$ cat src/rtl/alu_pkg.sv
// Shared ALU definitions: control codes (also used by the CPU control unit)
// and the mul/div sequencer state encoding.
package alu_pkg;

  localparam logic [3:0] ALU_AND   = 4'b0000;
  localparam logic [3:0] ALU_OR    = 4'b0001;
  localparam logic [3:0] ALU_ADD   = 4'b0010;
  localparam logic [3:0] ALU_SUB   = 4'b0110;
  localparam logic [3:0] ALU_SLT   = 4'b0111;
  localparam logic [3:0] ALU_NOR   = 4'b1100;
  localparam logic [3:0] ALU_MULT  = 4'b1000;
  localparam logic [3:0] ALU_MULTU = 4'b1001;
  localparam logic [3:0] ALU_DIV   = 4'b1010;
  localparam logic [3:0] ALU_DIVU  = 4'b1011;

  typedef enum logic [1:0] {
    S_IDLE = 2'd0,
    S_RUN  = 2'd1,
    S_FIX  = 2'd2
  } state_t;

endpackage

$ cat src/rtl/alu_muldiv_if.sv
// EX-stage request/result bundle for alu_muldiv.
//   master: pipeline side (drives start/alu_ctrl/input1/input2)
//   slave : ALU side (drives alu_result/zero/overflow/hi/lo/busy/done/div_zero)
interface alu_muldiv_if #(parameter int WIDTH = 32);
  logic             start;
  logic [3:0]       alu_ctrl;
  logic [WIDTH-1:0] input1;
  logic [WIDTH-1:0] input2;
  logic [WIDTH-1:0] alu_result;
  logic             zero;
  logic             overflow;
  logic [WIDTH-1:0] hi;
  logic [WIDTH-1:0] lo;
  logic             busy;
  logic             done;
  logic             div_zero;

  modport master (
    output start, alu_ctrl, input1, input2,
    input  alu_result, zero, overflow, hi, lo, busy, done, div_zero
  );

  modport slave (
    input  start, alu_ctrl, input1, input2,
    output alu_result, zero, overflow, hi, lo, busy, done, div_zero
  );
endinterface

$ cat src/rtl/alu_muldiv_iter.sv
// Iterative multiply/divide datapath: operand magnitudes, radix-2
// shift-add / restoring shift-subtract, step counter and final sign fix.
// Ports:
//   clk, rst_n      clock, async active-low reset
//   i_load          latch operands (i_div/i_signed/i_a/i_b)
//   i_step          perform one iteration
//   o_last          counter has reached the final step
//   o_hi, o_lo      sign-corrected HI/LO, valid after the last step
module muldiv_iter #(parameter int WIDTH = 32) (
  input  logic             clk,
  input  logic             rst_n,
  input  logic             i_load,
  input  logic             i_step,
  input  logic             i_div,
  input  logic             i_signed,
  input  logic [WIDTH-1:0] i_a,
  input  logic [WIDTH-1:0] i_b,
  output logic             o_last,
  output logic [WIDTH-1:0] o_hi,
  output logic [WIDTH-1:0] o_lo
);
  localparam int CNT_W = $clog2(WIDTH) + 1;

  // r_acc is {product} for mul, {remainder, quotient/dividend} for div
  logic [2*WIDTH-1:0] r_acc;
  logic [WIDTH-1:0]   r_m;
  logic [CNT_W-1:0]   r_cnt;
  logic               r_div, r_dz, r_neg_q, r_neg_r;

  logic               w_a_neg, w_b_neg;
  logic [WIDTH-1:0]   w_mag_a, w_mag_b;
  logic [WIDTH:0]     w_add, w_try, w_diff;
  logic [2*WIDTH-1:0] w_mul_next, w_div_next, w_prod;
  logic [WIDTH-1:0]   w_q, w_r;

  assign w_a_neg = i_signed & i_a[WIDTH-1];
  assign w_b_neg = i_signed & i_b[WIDTH-1];
  assign w_mag_a = w_a_neg ? -i_a : i_a;
  assign w_mag_b = w_b_neg ? -i_b : i_b;

  assign w_add      = {1'b0, r_acc[2*WIDTH-1:WIDTH]} + (r_acc[0] ? {1'b0, r_m} : '0);
  assign w_mul_next = {w_add, r_acc[WIDTH-1:1]};

  // remainder < divisor, so the shifted partial remainder fits in WIDTH+1 bits;
  // bit WIDTH of the difference is the borrow
  assign w_try      = {r_acc[2*WIDTH-1:WIDTH], r_acc[WIDTH-1]};
  assign w_diff     = w_try - {1'b0, r_m};
  assign w_div_next = w_diff[WIDTH] ? {w_try[WIDTH-1:0],  r_acc[WIDTH-2:0], 1'b0}
                                    : {w_diff[WIDTH-1:0], r_acc[WIDTH-2:0], 1'b1};

  assign w_prod = r_neg_q ? -r_acc : r_acc;
  assign w_q    = r_acc[WIDTH-1:0];
  assign w_r    = r_acc[2*WIDTH-1:WIDTH];
  assign o_last = (r_cnt == CNT_W'(WIDTH - 1));

  always_comb begin
    o_hi = w_prod[2*WIDTH-1:WIDTH];
    o_lo = w_prod[WIDTH-1:0];
    if (r_dz) begin
      o_hi = w_r;
      o_lo = w_q;
    end else if (r_div) begin
      o_hi = r_neg_r ? -w_r : w_r;
      o_lo = r_neg_q ? -w_q : w_q;
    end
  end

  always_ff @(posedge clk or negedge rst_n) begin
    if (!rst_n) begin
      r_acc   <= '0;
      r_m     <= '0;
      r_cnt   <= '0;
      r_div   <= 1'b0;
      r_dz    <= 1'b0;
      r_neg_q <= 1'b0;
      r_neg_r <= 1'b0;
    end else if (i_load) begin
      r_cnt   <= '0;
      r_div   <= i_div;
      r_dz    <= i_div && (i_b == '0);
      r_neg_q <= w_a_neg ^ w_b_neg;
      r_neg_r <= w_a_neg;
      if (i_div && (i_b == '0)) begin
        // divide-by-zero result is preloaded: HI = dividend, LO = all ones
        r_acc <= {i_a, {WIDTH{1'b1}}};
        r_m   <= '0;
      end else if (i_div) begin
        r_acc <= {{WIDTH{1'b0}}, w_mag_a};
        r_m   <= w_mag_b;
      end else begin
        r_acc <= {{WIDTH{1'b0}}, w_mag_b};
        r_m   <= w_mag_a;
      end
    end else if (i_step) begin
      r_acc <= r_div ? w_div_next : w_mul_next;
      r_cnt <= r_cnt + 1'b1;
    end
  end
endmodule

$ cat src/rtl/alu_muldiv.sv
// EX-stage ALU with single-cycle simple ops and iterative MULT/DIV into HI/LO.
// Ports:
//   clk, rst_n   clock, async active-low reset
//   bus (slave)  start/alu_ctrl/input1/input2 in; alu_result/zero/overflow,
//                hi/lo, busy/done/div_zero out
//
// state  | meaning
// S_IDLE | waiting for start; simple ops complete from here
// S_RUN  | one mul/div iteration per cycle
// S_FIX  | apply result signs, write HI/LO, pulse done next cycle
module alu_muldiv import alu_pkg::*; #(parameter int WIDTH = 32) (
  input  logic       clk,
  input  logic       rst_n,
  alu_muldiv_if.slave bus
);
  state_t           r_state, w_next;
  logic [WIDTH-1:0] r_result, r_hi, r_lo;
  logic             r_zero, r_ovf, r_done, r_dz;

  logic             w_accept, w_md, w_div, w_dz_req, w_load, w_step, w_last, w_ovf;
  logic [WIDTH-1:0] w_sum, w_dif, w_res, w_hi, w_lo, w_a, w_b;

  assign w_a = bus.input1;
  assign w_b = bus.input2;

  // the cycle carrying done never accepts a new request
  assign w_accept = bus.start && (r_state == S_IDLE) && !r_done;
  assign w_md     = (bus.alu_ctrl[3:2] == 2'b10);
  assign w_div    = bus.alu_ctrl[1];
  assign w_dz_req = w_div && (w_b == '0);
  assign w_load   = w_accept && w_md;
  assign w_step   = (r_state == S_RUN);

  muldiv_iter #(.WIDTH(WIDTH)) u_iter (
    .clk      (clk),
    .rst_n    (rst_n),
    .i_load   (w_load),
    .i_step   (w_step),
    .i_div    (w_div),
    .i_signed (!bus.alu_ctrl[0]),
    .i_a      (w_a),
    .i_b      (w_b),
    .o_last   (w_last),
    .o_hi     (w_hi),
    .o_lo     (w_lo)
  );

  always_comb begin
    w_next = r_state;
    case (r_state)
      S_IDLE:  if (w_load) w_next = w_dz_req ? S_FIX : S_RUN;
      S_RUN:   if (w_last) w_next = S_FIX;
      S_FIX:   w_next = S_IDLE;
      default: w_next = S_IDLE;
    endcase
  end

  assign w_sum = w_a + w_b;
  assign w_dif = w_a - w_b;

  always_comb begin
    w_res = '0;
    w_ovf = 1'b0;
    case (bus.alu_ctrl)
      ALU_AND: w_res = w_a & w_b;
      ALU_OR:  w_res = w_a | w_b;
      ALU_NOR: w_res = ~(w_a | w_b);
      ALU_ADD: begin
        w_res = w_sum;
        w_ovf = (w_a[WIDTH-1] == w_b[WIDTH-1]) && (w_sum[WIDTH-1] != w_a[WIDTH-1]);
      end
      ALU_SUB: begin
        w_res = w_dif;
        w_ovf = (w_a[WIDTH-1] != w_b[WIDTH-1]) && (w_dif[WIDTH-1] != w_a[WIDTH-1]);
      end
      // true signed compare; the SUB sign bit is wrong when SUB overflows
      ALU_SLT: w_res = {{(WIDTH-1){1'b0}}, ($signed(w_a) < $signed(w_b))};
      default: ;
    endcase
  end

  always_ff @(posedge clk or negedge rst_n) begin
    if (!rst_n) begin
      r_state  <= S_IDLE;
      r_result <= '0;
      r_zero   <= 1'b0;
      r_ovf    <= 1'b0;
      r_hi     <= '0;
      r_lo     <= '0;
      r_done   <= 1'b0;
      r_dz     <= 1'b0;
    end else begin
      r_state <= w_next;
      r_done  <= (w_accept && !w_md) || (r_state == S_FIX);
      if (w_accept) r_dz <= w_md && w_dz_req;
      if (w_accept && !w_md) begin
        r_result <= w_res;
        r_zero   <= (w_res == '0);
        r_ovf    <= w_ovf;
      end
      if (r_state == S_FIX) begin
        r_hi <= w_hi;
        r_lo <= w_lo;
      end
    end
  end

  assign bus.alu_result = r_result;
  assign bus.zero       = r_zero;
  assign bus.overflow   = r_ovf;
  assign bus.hi         = r_hi;
  assign bus.lo         = r_lo;
  assign bus.busy       = (r_state != S_IDLE);
  assign bus.done       = r_done;
  assign bus.div_zero   = r_dz;
endmodule

$ cat src/flat_wrapper.sv
// flat-port wrapper written by rule: the top's interface ports become plain ports
module alu_muldiv_flat import alu_pkg::*;
#(parameter int WIDTH = 32)
  (clk, rst_n, bus_start, bus_alu_ctrl, bus_input1, bus_input2, bus_alu_result, bus_zero, bus_overflow, bus_hi, bus_lo, bus_busy, bus_done, bus_div_zero);
  alu_muldiv_if #(.WIDTH(WIDTH)) bus_i ();
  input  logic clk;
  input  logic rst_n;
  input wire logic [$bits(bus_i.start)-1:0] bus_start;
  input wire logic [$bits(bus_i.alu_ctrl)-1:0] bus_alu_ctrl;
  input wire logic [$bits(bus_i.input1)-1:0] bus_input1;
  input wire logic [$bits(bus_i.input2)-1:0] bus_input2;
  output wire logic [$bits(bus_i.alu_result)-1:0] bus_alu_result;
  output wire logic [$bits(bus_i.zero)-1:0] bus_zero;
  output wire logic [$bits(bus_i.overflow)-1:0] bus_overflow;
  output wire logic [$bits(bus_i.hi)-1:0] bus_hi;
  output wire logic [$bits(bus_i.lo)-1:0] bus_lo;
  output wire logic [$bits(bus_i.busy)-1:0] bus_busy;
  output wire logic [$bits(bus_i.done)-1:0] bus_done;
  output wire logic [$bits(bus_i.div_zero)-1:0] bus_div_zero;
  assign bus_i.start = bus_start;
  assign bus_i.alu_ctrl = bus_alu_ctrl;
  assign bus_i.input1 = bus_input1;
  assign bus_i.input2 = bus_input2;
  assign bus_alu_result = bus_i.alu_result;
  assign bus_zero = bus_i.zero;
  assign bus_overflow = bus_i.overflow;
  assign bus_hi = bus_i.hi;
  assign bus_lo = bus_i.lo;
  assign bus_busy = bus_i.busy;
  assign bus_done = bus_i.done;
  assign bus_div_zero = bus_i.div_zero;
  alu_muldiv #(.WIDTH(WIDTH)) u_core (.clk(clk), .rst_n(rst_n), .bus(bus_i));
endmodule
$ cat config.mk
export PLATFORM = sky130hd
export DESIGN_NAME = alu_muldiv_flat
export DESIGN_NICKNAME = d
export VERILOG_FILES = /design/src/rtl/alu_pkg.sv /design/src/rtl/alu_muldiv_if.sv /design/src/rtl/alu_muldiv_iter.sv /design/src/rtl/alu_muldiv.sv /design/src/flat_wrapper.sv
export SDC_FILE = /design/constraint.sdc
export NUM_CORES = 1
export LEC_CHECK = 0
export ABC_AREA = 1
export BUFFER_PORTS_ARGS = -buffer_cell sky130_fd_sc_hd__buf_2
export CORE_UTILIZATION = 40
export CTS_CLUSTER_DIAMETER = 30
export DETAILED_ROUTE_END_ITERATION = 16
export GPL_ROUTABILITY_DRIVEN = 0
export HOLD_SLACK_MARGIN = 0.02
export SLEW_MARGIN = 30
export SYNTH_ARGS = -nofsm -noshare
export SYNTH_HDL_FRONTEND = slang
export SYNTH_SLANG_ARGS = --single-unit
$ cat constraint.sdc
create_clock -name clk -period 6.5 [get_ports clk]
set_input_delay 1.3 -clock clk [delete_from_list [all_inputs] [get_ports clk]]
set_output_delay 1.3 -clock clk [all_outputs]
set_load 0.01 [all_outputs]
# Word-level counts from Yosys, hierarchy flattened
# Cells that the tools add are included.
dict set report op_classes {
  addsub 10
  mul 0
  n_div 0
  n_lt_le_gt_ge 1
  n_eq_ne 15
  shift 0
  muxes 26
  bitwise_logic 6
  reduce_logical 19
}
# cell n
set ops {}
lappend ops {{$mux W32} 12}
lappend ops {{$mux W64} 6}
lappend ops {{$pmux W32 S6} 1}
lappend ops {{$neg A32 Y32} 4}
lappend ops {{$logic_not A32 Y1} 2}
lappend ops {{$neg A64 Y64} 1}
lappend ops {{$add A32 B32 Y33} 1}
lappend ops {{$sub A33 B32 Y33} 1}
lappend ops {{$add A32 B32 Y32} 1}
lappend ops {{$and A32 B32 Y32} 1}
lappend ops {{$lt A32 B32 Y1} 1}
lappend ops {{$not A32 Y32} 1}
lappend ops {{$or A32 B32 Y32} 1}
lappend ops {{$sub A32 B32 Y32} 1}
lappend ops {{$mux W6} 2}
lappend ops {{$eq A4 B3 Y1 const B} 2}
lappend ops {{$logic_and A1 B1 Y1} 8}
lappend ops {{$add A6 B1 Y6 const B} 1}
lappend ops {{$eq A6 B5 Y1 const B} 1}
lappend ops {{$mux W2} 3}
lappend ops {{$eq A2 B2 Y1 const B} 2}
lappend ops {{$eq A4 B1 Y1 const B} 1}
lappend ops {{$eq A4 B2 Y1 const B} 1}
lappend ops {{$eq A4 B4 Y1 const B} 1}
lappend ops {{15 further kinds} 21}
dict set report word_totals {
  reg_bits 208
  latchBits 0
  mem_bits_rw 0
  rom_bits 0
  in_bits 71
  out_inout_bits 101
  word_cells 92
  memories 0
}

# Depth between registers and ports, before layout
# Gate-level depths: netlist of the first run.
dict set report depth {
  depth_word 6
  depth_mapped 26
  mapped_depth_nobuf 24
}

# Hierarchy
# A second synthesis of the first run with hierarchy kept.
dict set report unflattened {
  hier_cells 4405
  area_unflattened_um2 26205.1
}
# mod instances cells_per_inst area_per_inst_um2 seq_area_each_um2
set modules_own_cells {}
lappend modules_own_cells {muldiv_iter 1 2782 15733.8 2652.5}
lappend modules_own_cells {alu_muldiv 1 1623 10471.3 2552.4}

# Worst setup path before layout of the first run
# OpenSTA, ideal clock, no wires.
dict set report synth_timing {
  kind {input-to-reg}
  start {input bus_input1[2]}
  end {register u_core.r_zero (netlist: u_core.bus.zero)}
  setup_ns 0.066
  t_arrival_ns 3.176
  required_ns 6.434
  slack_ns 3.259
  cell_stages 20
  path_buffers 1
  path_cell_list {clkinv_1 -> ha_1 -> buf_4 -> nor2_2 -> nand2_1 -> nand3_1 -> nand2_1 -> nand2_1 -> nand2_1 -> nand2_1 -> nand3b_1 -> nand2_1 -> nand2_1 -> nand3_1 -> nand2_1 -> nor2_1 -> nand2_1 -> nor2_1 -> nand2_1 -> nand2_1}
}
dict set report synth_between {
  elab_chain_cells 4
  elab_cells_between_ends 8
  classes_between {add/sub (2); order compare (1); mux (1); bitwise (3); reduce/logical (1)}
}
# element line_no
set synth_rtl {}
lappend synth_rtl {{start: declaration} flat_wrapper.sv:10} ;# input wire logic [$bits(bus_i.input1)-1:0] bus_input1;
lappend synth_rtl {{branches (longest 2 deep; another with $sub A32 B32 Y32)} n/a}
lappend synth_rtl {{$pmux W32 S6 *} alu_muldiv.sv:64} ;# case (bus.alu_ctrl)
lappend synth_rtl {{$logic_not A32 Y1 *} alu_muldiv.sv:98} ;# r_zero <= (w_res == '0);
lappend synth_rtl {{end signal: assignment} alu_muldiv.sv:98}
lappend synth_rtl {{end: declaration} alu_muldiv.sv:18} ;# logic r_zero, r_ovf, r_done, r_dz;
# Mark *: on every way between the ends.
# A chain may end at the register's enable or synchronous reset.

# Worst setup path after layout of the first run
dict set report layout_timing {
  start {register u_core.u_iter.r_acc[31]}
  end {register u_core.u_iter.r_acc[38]}
}
dict set report layout_between {
  elab_chain_cells 5
}
# element line_no
set layout_rtl {}
lappend layout_rtl {{start: declaration} alu_muldiv_iter.sv:25} ;# logic [2*WIDTH-1:0] r_acc;
lappend layout_rtl {{start signal: assignment} alu_muldiv_iter.sv:85} ;# r_acc <= {i_a, {WIDTH{1'b1}}};
lappend layout_rtl {{start signal: assignment} alu_muldiv_iter.sv:88} ;# r_acc <= {{WIDTH{1'b0}}, w_mag_a};
lappend layout_rtl {{start signal: assignment} alu_muldiv_iter.sv:91} ;# r_acc <= {{WIDTH{1'b0}}, w_mag_b};
lappend layout_rtl {{$sub A33 B32 Y33} alu_muldiv_iter.sv:47} ;# assign w_diff = w_try - {1'b0, r_m};
lappend layout_rtl {{$mux W64} alu_muldiv_iter.sv:48} ;# assign w_div_next = w_diff[WIDTH] ? {w_try[WIDTH-1:0], r_acc[WIDTH-2:0], 1'b0}
lappend layout_rtl {{$mux W64} alu_muldiv_iter.sv:95} ;# r_acc <= r_div ? w_div_next : w_mul_next;
lappend layout_rtl {{$mux W64} alu_muldiv_iter.sv:94} ;# end else if (i_step) begin
lappend layout_rtl {{$mux W64} alu_muldiv_iter.sv:77} ;# end else if (i_load) begin
# Every way passes these cells. The select of a mux whose other input is x is not followed.

==> out/metrics.yaml, run 1 <==
finalHoldViolCount: 0
cap_violations: 0
startpoint_type: "register"
clock_sinks: 208
h-tree-depth: 2
required_ps: 6990
synth_area_sq_um: 24700
synth_edf_count: 0
initial_core_util_pct: 40.7
critPathMaxFanout: 31
cts_resized: 0
synth_nets: 4394
clk_latency_ps: 660
synthArstFlopShare_pct: 100
die-height_microns: 250
finClkSkew_ps: 65.2
synth.top_cell.area_share_pct: 21.1
ys_ff_latch: 208
syn2layout_area_growth_pct: 13.5
slew_violations: 0
dieArea_sq_um: 62700
pre_cts_ws_ps: 2000
ys.flop_type: "dfrtp_1"
ant_nets: 0
grt_remaining_overflow: 0
wl_microns: 109000
core_area_sq_um: 60700
rsz0062_at_grt: "false"
critPathTopFamily: "simple AND/OR/NAND/NOR gates"
vias_per_cell: 5.67
rows: 90
final_core_util_pct: 46.2
crit_chain: "inv_1 -> ha_1 -> fa_1 -> o21ai_2 -> nand2_1 -> nand2_1 -> nand2_1 -> nand2_2 -> nand3_2 -> nand2_1 -> nand2_1 -> nand2_2 -> nand2_1 -> nand3_1 -> nand2_1 -> nand2_1 -> nand2_1 -> nand2_1 -> nand2_1"
period_share_pct: 62.8
crit_path_max_incr_delay_ps: 620
hold_buffers: 0
grt_pass1_vias: 27100
die_x_microns: 250
numCtsBuffers: 55
status: "finished, final reports clean"
final_area_sq_um: 28000
tritoncts: "built"
n_fill_cell: 6488
worstSetupPathType: "register to register"
ios: 172
antenna_found_initial: 3
synth_cell_types: 62
synth.avg_cell_area_sq_um: 5.95
cp_slowest_cell: "dfrtp_1"
crit_path_end_kind: "register"
p_per_area_nw_per_um2: 528
synth.area.top_cells: "dfrtp_1 (21%), nand2_1 (19%), ha_1 (8.5%)"
path_buf_inv: 1
layout_setup_ws_ps: 2420
path_clk_slew_ps: 50
drt-wirelength-per-cell_microns: 21.3
min_period_ps: 4080
yosysSeqAreaShare_pct: 21.1
grt_max_degree: 127
root_buffer: "clkbuf_16"
critPathArrivalTime_ps: 4570
cpMostUsedCell: "nand2_1"
drc: 0
cts_buffer_depth: 3
hold_path_class: "register to register"
syn-instance-count: 4151
dr.pass1.iters: 8
vias: 28900
grt_pass1_wl_microns: 163000
setup_violations: 0
postCtsSetupRepairBufs: 0
drtIter0Drc: 3205
leakage_nw: 14.5
peakVddDrop_mv: 0.287
max_slew.worst_pin.slew_ps: 992
placed_cell_area_sq_um: 26100
drive_above_1_share_pct: 9.23
grt.total_usage_pct: 33.9
finalSetupTns_ps: 0
yosysWarnings: 0
layout.nets: 4506
dp_hpwl_microns: 86300
port_buffers: 171
synth_area_leader_cell: "dfrtp_1"
fmax_mhz: 245
relSlewSlack_pct: 33.5
## power breakdown
group	switching, mW	internal [mW]	total (mW)
sequential	0.854	1.92	2.77
combinational	6.25	2.98	9.24
clock	0.988	1.81	2.79
## Yosys cell counts (7+ instances only)
cell type	instances
xor2_1	105
o211ai_1	36
buf_4	12
nor2_1	468
nand2_1	1226
ha_1	168
nor3_2	7
o21ai_0	318
nor3_1	42
xnor2_1	16
nand4_1	39
o21ai_1	13
o22ai_1	9
nand3_1	349
buf_1	13
a221oi_1	23
inv_1	529
buf_6	8
inv_2	22
nor4_1	16
buf_2	29
nand2_2	10
o21bai_1	21
nor2_2	12
a21o_1	18
a22oi_1	7
nand3_2	7
o31ai_1	7
clkbuf_1	81
nand3b_1	13
a21oi_1	229
a31oi_1	17
dfrtp_1	208
## cells by family (layout without fill, tap and decap cells)
group                    count (synthesis)  in the layout  synth area share [%]
other                                    0              1                     0
flip-flops                             208            208                  21.1
AO/OA/AOI/OAI                          733            733                  16.9
AND/OR/NAND/NOR                       2218           2218                  37.7
XOR/XNOR                               121            121                  4.29
adder cells (fa/ha/maj)                172            172                  8.83
buffers and inverters                  699            858                  11.2
## per-layer routing
| metal | track usage (%) | vias up | wire [microns] |
|---|---|---|---|
| li1 | - | 13700 | - |
| met2 | 53.8 | 1551 | 47600 |
| met4 | 20.2 | 2 | 7360 |
| met1 | 42.9 | 13300 | 44000 |
| met5 | 0 | - | 13 |
| met3 | 6.15 | 340 | 9730 |
## sequential cells by signal, summed over array words and instances, names as in the netlist, 2 cells and up
signal / cells
u_core.bus.alu_result: 32
u_core.bus.hi: 32
u_core.bus.lo: 32
u_core.r_state: 2
u_core.u_iter.r_acc: 64
u_core.u_iter.r_cnt: 6
u_core.u_iter.r_m: 32
## final timing paths
kind	to	cells after the start	slack (ps)	from
worst max register to register	u_core.u_iter.r_acc[38]	19	2420	u_core.u_iter.r_acc[31]
min in group asynchronous	u_core.bus.hi[24]	1	640	rst_n
worst min register to register	u_core.bus.hi[19]	2	470	u_core.bus.hi[19]
worst min-delay path	u_core.bus.hi[19]	2	470	u_core.bus.hi[19]
max in group asynchronous	u_core.u_iter.r_m[18]	2	4630	rst_n
worst max-delay path	u_core.u_iter.r_acc[38]	19	2420	u_core.u_iter.r_acc[31]
## layout by cell type (no fill, tap or decap), types with 105 or more instances in the layout
| cell type | instances |
|---|---|
| nand2_1 | 1224 |
| inv_1 | 529 |
| nor2_1 | 465 |
| nand3_1 | 349 |
| o21ai_0 | 318 |
| a21oi_1 | 229 |
| dfrtp_1 | 206 |
| buf_2 | 170 |
| ha_1 | 168 |
| xor2_1 | 105 |
## worst min-delay path, delay by kind of cell, from the launching register on
family / cells / cell delay [ps]
AND/OR/NAND/NOR: 2 / 100
flip-flops: 1 / 330
## metrics by stage
step	hold WS (ps)	power, mW	instances
after floorplan	455	8.84	4151
after global placement	459	11.7	4988
after detailed placement	461	11.7	4988
after CTS	474	14.5	5092
after global routing	484	15.9	5093
final	472	14.8	5093
## final cells by class
type	instances	area (sq um)	share of cell area, %
antenna	1	2.50	0.00893
clock inverter	42	490	1.75
inverter	556	2090	7.45
clock buffer	62	1430	5.11
timing repair buffer	198	1080	3.87
sequential	208	5210	18.6
multi-input combinational	3244	16800	59.8
tap	782	978	3.49
Note: power is estimated with default switching activity, not from simulation.
==> run 2: changes to the inputs <==
- clock period: 6.5 -> 4.1 ns (I/O delays scaled with it)
==> out/metrics.yaml, run 2 (synthesis gave the netlist of run 1 again) <==
max_slew.worst_pin.slew_ps: 1040  # +51.9 ps
wl_microns: 108000  # -0.98%
path_clk_slew_ps: 50  # about the same
period_share_pct: 84.5
vias_per_cell: 5.58  # -1.5%
hold_buffers: 0  # unchanged
fmax_mhz: 289
peakVddDrop_mv: 0.438  # +53%
rows: 90  # unchanged
grt_max_degree: 87  # -31%
status: "finished, final reports clean"
initial_core_util_pct: 40.7  # unchanged
final_common_cell: "nand2_1"
p_per_area_nw_per_um2: 842  # +60%
worstSetupPathType: "primary input to register"
hold_path_class: "primary input to asynchronous set/reset pin"
crit_chain: "buf_2 -> inv_1 -> ha_1 -> nand2_1 -> nor2_1 -> inv_1 -> nor4_2 -> nand3_1 -> nand2_1 -> nand2_1 -> nand3_1 -> nand2_1 -> nor2_1 -> nand3_1 -> nor2_1 -> nand2_1 -> nand2_1"
postCtsSetupRepairBufs: 0  # unchanged
dieArea_sq_um: 62700  # unchanged
ant_nets: 0  # unchanged
die-height_microns: 250  # unchanged
path_buf_inv: 3  # +2
drc: 0  # unchanged
final_cell_mix: "nand2_1 (1224), inv_1 (529), nor2_1 (465), nand3_1 (349), o21ai_0 (318)"
rsz0062_at_grt: "false"
final_core_util_pct: 47.5  # +1.3 points
die_x_microns: 250  # unchanged
stdcell_count: 5162  # +1.4%
cap_violations: 0  # unchanged
antenna_found_initial: 1  # -2
required_ps: 4660  # -2330 ps
cpMostUsedCell: "nand2_1"
largest_reg_flops: 64  # unchanged
tritoncts: "built"
core_area_sq_um: 60700  # unchanged
grt.total_usage_pct: 33.6  # -0.35 points
layout.nets: 4574  # +1.5%
critPathArrivalTime_ps: 4020  # -550 ps
fin_hold_ws_ps: 115  # -357 ps
n_antenna_cell: 0  # -1
regMostFlops: "u_core.u_iter.r_acc"
h-tree-depth: 2  # unchanged
finalHoldViolCount: 0  # unchanged
finClkSkew_ps: 50.8  # -14.4 ps
cts_buffer_depth: 3  # unchanged
slew_violations: 0  # unchanged
min_period_ps: 3460
crit_path_max_incr_delay_ps: 580  # -40 ps
vias: 28800  # -0.16%
crit_path_end_kind: "register"
post-place-cells: 5052  # +1.3%
critPathMaxFanout: 8  # -74%
grt_pass1_wl_microns: 161000  # -0.86%
dr.pass1.iters: 6  # -2
clock_sinks: 208  # unchanged
drtIter0Drc: 2957  # -7.7%
root_buffer: "clkbuf_16"
leakage_nw: 15.0  # +3.4%
critPathTopFamily: "simple AND/OR/NAND/NOR gates"
cp_slowest_cell: "nor4_2"
p_total_mw: 24.3  # +64%
relSlewSlack_pct: 29.8  # -3.6 points
drt-wirelength-per-cell_microns: 20.8  # -2.3%
numCtsBuffers: 59  # +7.3%
grt_remaining_overflow: 0  # unchanged
dp_hpwl_microns: 87000  # +0.78%
startpoint_type: "primary input"
syn2layout_area_growth_pct: 16.7
cts_resized: 0  # unchanged
grt_pass1_vias: 27200  # +0.029%
finalSetupTns_ps: 0  # unchanged
clk_latency_ps: 640  # -20 ps
ios: 172  # unchanged
drive_above_1_share_pct: 10.7  # +1.4 points
setup_violations: 0  # unchanged
port_buffers: 171  # unchanged
[run 2: cell count changes in the layout (fill, tap and decap cells not counted), sizes merged]
cell      delta
inv          -7
clkinv       +5
clkbuf      +11
clkinvlp     -9
bufinv       +6
buf         +64
diode        -1
[run 2: cell type report]
class / instances / area [sq um]
sequential: 208 / 5210
inverter: 556 / 2090
clock inverter: 37 / 563
multi-input combinational: 3244 / 16800
fill: 6549 / 31900
timing repair buffer: 262 / 1620
clock buffer: 73 / 1620
tap: 782 / 978
[run 2: through the flow]
stage	instance area [sq um]	worst slack (ps)
after global placement	26700	349
after global routing	28800	364
final	28800	636
after CTS	28800	748
after detailed placement	26700	359
after floorplan	24700	1340
[run 2: worst paths after layout]
kind                                    startpoint                 endpoint  slack [ps]  cells past startpoint
max                                 bus_input1[23]          u_core.bus.zero         640                     17
min                                          rst_n        u_core.bus.hi[27]         120                      1
max reg2reg                u_core.u_iter.r_acc[31]  u_core.u_iter.r_acc[50]         660                     17
min reg2reg                      u_core.bus.hi[19]        u_core.bus.hi[19]         470                      2
max in group asynchronous                    rst_n          u_core.bus.zero        3050                      2
min in group clk                 u_core.bus.hi[19]        u_core.bus.hi[19]         470                      2
[run 2: per-layer routing]
layer / global-route usage [%] / share of wire (%) / vias up
li1: - / - / 13800
met1: 42.4 / 41 / 13200
met2: 53.1 / 44 / 1445
met3: 5.00 / 8.2 / 336
met4: 22.5 / 7.5 / 2
met5: 0 / 0.012 / -
[run 2: where the power goes]
part / switching, mW / total [mW] / internal (mW)
sequential: 1.01 / 4.06 / 3.05
combinational: 10.1 / 15.2 / 5.09
clock: 1.51 / 4.99 / 3.48
